**config.mk**
```make
export PLATFORM = sky130hd
export DESIGN_NAME = pc_fetch_unit
export DESIGN_NICKNAME = d
export VERILOG_FILES = /design/src/rtl/wisc_pkg.sv /design/src/rtl/pc_reg.sv /design/src/rtl/pc_fetch_unit.sv
export SDC_FILE = /design/constraint.sdc
export NUM_CORES = 1
export LEC_CHECK = 0
export BUFFER_PORTS_ARGS = -buffer_cell sky130_fd_sc_hd__clkbuf_2
export CAP_MARGIN = 25
export CORE_AREA = 2 2 90 92
export DETAILED_ROUTE_END_ITERATION = 8
export DIE_AREA = 0 0 92 94
export PLACE_DENSITY = 0.7
export SLEW_MARGIN = 20
export SYNTH_ARGS = -nofsm -noshare
export SYNTH_HDL_FRONTEND = slang
export SYNTH_HIERARCHICAL = 1
export SYNTH_SLANG_ARGS = --single-unit
```
**constraint.sdc**
```tcl
create_clock -name clk -period 4.35 [get_ports clk]
set_input_delay 0.2175 -clock clk [delete_from_list [all_inputs] [get_ports clk]]
set_output_delay 0.2175 -clock clk [all_outputs]
set_load 0.01 [all_outputs]
```
**src/rtl/wisc_pkg.sv**
```systemverilog
// Shared WISC core definitions: address/instruction widths, reset PC,
// HLT opcode and the fetch FSM state type.
package wisc_pkg;

    localparam int unsigned        ADDR_W   = 16;
    localparam int unsigned        INSTR_W  = 16;
    localparam logic [ADDR_W-1:0]  RESET_PC = 16'h0000;
    localparam logic [3:0]         OPC_HLT  = 4'hF;

    typedef enum logic [1:0] {
        FETCH,
        WAIT,
        HALT
    } fetch_state_t;

endpackage

```
**src/rtl/pc_reg.sv**
```systemverilog
// Loadable PC register: async reset to RESET_PC, load has priority over
// the sequential increment.
module pc_reg #(
    parameter int unsigned       ADDR_W   = wisc_pkg::ADDR_W,
    parameter logic [ADDR_W-1:0] RESET_PC = wisc_pkg::RESET_PC,
    parameter int unsigned       PC_INC   = 2
) (
    input  logic              clk,
    input  logic              rst,
    input  logic              load,
    input  logic              inc,
    input  logic [ADDR_W-1:0] load_val,
    output logic [ADDR_W-1:0] q
);

    always_ff @(posedge clk or posedge rst) begin
        if (rst) begin
            q <= RESET_PC;
        end else if (load) begin
            q <= load_val;
        end else if (inc) begin
            q <= q + ADDR_W'(PC_INC);
        end
    end

endmodule

```
**src/rtl/pc_fetch_unit.sv**
```systemverilog
// WISC fetch unit: owns the PC, runs the imem req/ready handshake and feeds decode.
// Optional perf counters enabled by defining FETCH_PERF_CNT_EN.
module pc_fetch_unit #(
    parameter int unsigned       ADDR_W   = wisc_pkg::ADDR_W,
    parameter logic [ADDR_W-1:0] RESET_PC = wisc_pkg::RESET_PC,
    parameter int unsigned       PC_INC   = 2
) (
    input  logic                         clk,
    input  logic                         rst,
    input  logic                         stall_i,
    input  logic                         redirect_i,
    input  logic [ADDR_W-1:0]            redirect_pc_i,
    input  logic                         halt_i,
    output logic                         imem_req_o,
    output logic [ADDR_W-1:0]            imem_addr_o,
    input  logic                         imem_ready_i,
    input  logic [wisc_pkg::INSTR_W-1:0] imem_data_i,
    output logic [ADDR_W-1:0]            pc_o,
    output logic [ADDR_W-1:0]            pc_next_o,
    output logic [wisc_pkg::INSTR_W-1:0] instr_o,
    output logic                         instr_valid_o,
    output logic                         halted_o
`ifdef FETCH_PERF_CNT_EN
    ,
    output logic [15:0]                  fetch_cnt_o,
    output logic [15:0]                  stall_cnt_o
`endif
);

    import wisc_pkg::*;

    fetch_state_t      state, state_nxt;
    logic [ADDR_W-1:0] fetch_pc;
    logic [ADDR_W-1:0] addr_q;
    logic              squash, squash_nxt;
    logic              hold;
    logic              issue;
    logic              capture;
    logic              go_halt;
    logic              redirect_ok;

    assign hold        = instr_valid_o && stall_i;
    assign redirect_ok = redirect_i && (state != HALT);

    pc_reg #(
        .ADDR_W   (ADDR_W),
        .RESET_PC (RESET_PC),
        .PC_INC   (PC_INC)
    ) u_fetch_pc (
        .clk      (clk),
        .rst      (rst),
        .load     (redirect_ok),
        .inc      (capture),
        .load_val (redirect_pc_i),
        .q        (fetch_pc)
    );

    always_comb begin
        state_nxt  = state;
        squash_nxt = squash;
        issue      = 1'b0;
        capture    = 1'b0;
        go_halt    = 1'b0;
        case (state)
            FETCH: begin
                if (halt_i && instr_valid_o && !redirect_i) begin
                    go_halt   = 1'b1;
                    state_nxt = HALT;
                end else if ((!instr_valid_o || !stall_i) && !halt_i && !redirect_i) begin
                    issue     = 1'b1;
                    state_nxt = WAIT;
                end
            end
            WAIT: begin
                // A ready coinciding with redirect retires the old request, so no squash is owed.
                if (redirect_i) begin
                    if (imem_ready_i) begin
                        squash_nxt = 1'b0;
                        state_nxt  = FETCH;
                    end else begin
                        squash_nxt = 1'b1;
                    end
                end else if (halt_i && instr_valid_o) begin
                    go_halt   = 1'b1;
                    state_nxt = HALT;
                end else if (imem_ready_i && !hold) begin
                    capture    = !squash;
                    squash_nxt = 1'b0;
                    state_nxt  = FETCH;
                end
            end
            HALT: begin
                state_nxt = HALT;
            end
            default: begin
                state_nxt = FETCH;
            end
        endcase
    end

    always_ff @(posedge clk or posedge rst) begin
        if (rst) begin
            state         <= FETCH;
            squash        <= 1'b0;
            addr_q        <= RESET_PC;
            pc_o          <= RESET_PC;
            instr_o       <= '0;
            instr_valid_o <= 1'b0;
        end else begin
            state  <= state_nxt;
            squash <= squash_nxt;
            if (issue) begin
                addr_q <= fetch_pc;
            end
            if (capture) begin
                instr_o       <= imem_data_i;
                pc_o          <= addr_q;
                instr_valid_o <= 1'b1;
            end else if (redirect_ok || go_halt || !stall_i) begin
                instr_valid_o <= 1'b0;
            end
        end
    end

    assign imem_req_o  = (state == WAIT);
    assign imem_addr_o = addr_q;
    assign halted_o    = (state == HALT);
    assign pc_next_o   = pc_o + ADDR_W'(PC_INC);

`ifdef FETCH_PERF_CNT_EN
    always_ff @(posedge clk or posedge rst) begin
        if (rst) begin
            fetch_cnt_o <= '0;
            stall_cnt_o <= '0;
        end else if (state != HALT) begin
            if (capture && (fetch_cnt_o != '1)) begin
                fetch_cnt_o <= fetch_cnt_o + 16'd1;
            end
            if (hold && (stall_cnt_o != '1)) begin
                stall_cnt_o <= stall_cnt_o + 16'd1;
            end
        end
    end
`endif

endmodule

```
==> results.py <==
metrics = {
    "synth": {
        "syn-cell-area_mm2": 0.00334,
        "synth-seq-area-share_pct": 51.0,
        "synthFlopType": "dfrtp_1",
        "syn_inst": 262,
        "synth.area.top_cells": "dfrtp_1 (51%), mux2_4 (13%), mux2_2 (7.4%), xor2_1 (4.2%), nand2_1 (2.9%)",
        "synth_nets": 302,
        "synth_seq_cells": 68,
        "synth_area_per_cell_um2": 12.7,
        "synth-edff-count": 0,
        "async_flop_share_pct": 100,
        "yosysUniqueCellTypes": 36,
        "synth_top_area_share_pct": 51.0,
        "ys_warn_count": 6,
        "yosysTopAreaCell": "dfrtp_1",
    },
    "floorplanning": {
        "coreArea_mm2": 0.00761,
        "die_height_um": 94,
        "dieArea_mm2": 0.00865,
        "initial_utilization_pct": 43.9,
        "die_w_um": 92,
        "placementRows": 32,
        "io-pin-count": 105,
    },
    "grt": {
        "grt_overflow": 0,
        "grt_pass1_vias": 2225,
        "antenna_found_initial": 0,
        "track_usage_pct": 17.3,
        "grt_pass1_wl_um": 11600,
        "grt_max_degree": 35,
    },
    "clocking": {
        "cts_max_path_buffers": 2,
        "numCtsBuffers": 9,
        "cts_htree_levels": 3,
        "post_cts_resized": 0,
        "clockRootBuffer": "clkbuf_8",
        "clock_sink_count": 68,
        "clk_pin_slew_worst_paths_ns": 0.07,
        "cts_tree": "yes",
        "clk_latency_ns": 0.34,
    },
    "placement": {
        "io_buffers": 104,
        "dp_hpwl_um": 5230,
        "gp_congestion": 0.906,
    },
    "routing": {
        "wl_um": 7230,
        "avgViaCountPerCell": 5.01,
        "vias": 2387,
        "firstDrtPassIters": 4,
        "drcViolationCount": 0,
        "wl_per_cell_um": 15.2,
        "drt_iter0_markers": 55,
        "postRouteAntennaNets": 0,
    },
    "timing": {
        "drv_slew": 0,
        "fin_crit_ns": 2.77,
        "hold_violations": 0,
        "max_freq_mhz": 361,
        "clock_skew_ns": 0.0117,
        "setup_viol": 0,
        "worst_pin_slew_ns": 0.880,
        "slew_headroom_pct": 41.3,
        "fin_crit_sh_pct": 63.7,
        "rsz0062_at_grt": "false",
        "setup_tns_ns": 0,
    },
    "layout": {
        "antenna_cells": 0,
        "syn_to_final_growth_pct": 23.9,
        "fin_nets": 409,
        "layout_common_cells": "clkbuf_2 (104), dfrtp_1 (68), mux2_4 (28), nand2_1 (26), mux2_2 (22)",
        "final_common_cell": "clkbuf_2",
        "drive_gt1_share_pct": 48.9,
    },
    "power_and_ir_drop": {
        "peakVddDrop_v": 0.000228,
        "power_mw": 2.67,
        "powerDensity_mw_per_mm2": 646,
        "leakage_nw": 2.07,
    },
    "status": {
        "status": "complete, no violations",
    },
    "worst_hold_path": {
        "hold_path_class": "primary input to flop",
    },
    "critical_path": {
        "worst-path-max-fanout": 34,
        "cp-start-kind": "flop",
        "crit_arrival_ns": 3.00,
        "crit_type": "flop to flop",
        "worstPathRequired_ns": 4.58,
        "end_kind": "flop",
    },
    "job": {
        "cap_viol_max_count": 0,
    },
}
cell families (layout without fill, tap and decap cells):
| logic type | count (synthesis) | count (layout) | share of synthesized area, % |
|---|---|---|---|
| AO/OA/AOI/OAI | 23 | 23 | 3.75 |
| XOR/XNOR | 27 | 27 | 7.08 |
| adder cells (fa/ha/maj) | 2 | 2 | 0.750 |
| buffers and inverters | 17 | 129 | 3.26 |
| flip-flops | 68 | 68 | 51.0 |
| multiplexers | 51 | 51 | 20.3 |
| AND/OR/NAND/NOR | 74 | 74 | 13.9 |
area by class of cell:
| class | count | area [um2] |
|---|---|---|
| inverter | 7 | 26.3 |
| fill | 694 | 3470 |
| multi-input combinational | 177 | 1530 |
| sequential | 68 | 1700 |
| timing repair buffer | 106 | 551 |
| clock inverter | 4 | 47.5 |
| tap | 102 | 128 |
| clock buffer | 12 | 155 |
per-layer routing:
| metal | track usage, % | share of wire (%) | vias up |
|---|---|---|---|
| met3 | 5.46 | 5.6 | 7 |
| met1 | 24.4 | 47 | 1156 |
| met2 | 26.3 | 46 | 82 |
| met5 | 0 | 0 | - |
| li1 | - | - | 1142 |
| met4 | 4.10 | 0.98 | 0 |
flip-flops by register name, summed over array words and instances (netlist names):
register	cells
imem_addr_o	16
instr_o	16
instr_valid_o	1
pc_o	16
squash	1
state	2
u_fetch_pc/q	16
cell usage after synthesis, drive strengths merged, types with 2 or more instances:
cell type	number
nor3	3
inv	7
nand4	14
mux2	50
clkbuf	3
nand2	26
a21oi	2
nand3	6
and4	6
and3	4
o21ai	18
nor4	4
ha	2
nor2	5
dfrtp	68
buf	7
xnor2	11
xor2	16
through the flow:
stage | std cells | worst slack, ns | hold slack (ns) | utilization [%] | area (um2)
final | 476 | 1.58 | 0.0800 | 54.4 | 4140
after global routing | 476 | 1.41 | 0.0700 | 54.4 | 4140
after CTS | 476 | 1.57 | 0.0705 | 54.4 | 4140
after detailed placement | 459 | 1.58 | 0.344 | 51.6 | 3920
after global placement | 458 | 1.65 | 0.337 | 51.3 | 3900
after floorplan | 262 | 2.39 | 0.131 | - | 3340
worst max-delay path: stages (launching register included):
cell and delay [ns]:
dfrtp_1 0.45, nor2_4 0.17, nand4_4 0.65, inv_1 0.53
nand4_1 0.20, nand4b_1 0.23, xnor2_1 0.13, mux2_2 0.25
path summary, 6_finish.rpt:
| check | startpoint | slack [ns] | end | depth (start not counted) |
|---|---|---|---|---|
| setup reg to reg | state[1] | 1.58 | u_fetch_pc/q[15] | 7 |
| min in group asynchronous | rst | 0.51 | imem_addr_o[2] | 3 |
| max in group asynchronous | rst | 3.30 | instr_valid_o | 4 |
| hold reg to reg | instr_o[11] | 0.51 | instr_o[11] | 1 |
| hold / removal | redirect_pc_i[8] | 0.08 | u_fetch_pc/q[8] | 3 |
| setup / recovery | state[1] | 1.58 | u_fetch_pc/q[15] | 7 |
what timing repair did:
action / in CTS / in global routing
hold buffers: 1 / 0
buffers inserted: 0 / 0
endpoints found under the setup margin: 0 / 0
endpoints found under the hold margin: 43 / 0
power by group:
group	internal, mW	switching, mW
clock network	0.294	0.227
logic	0.538	0.441
registers	0.884	0.288
(Power assumes the default switching activity.)
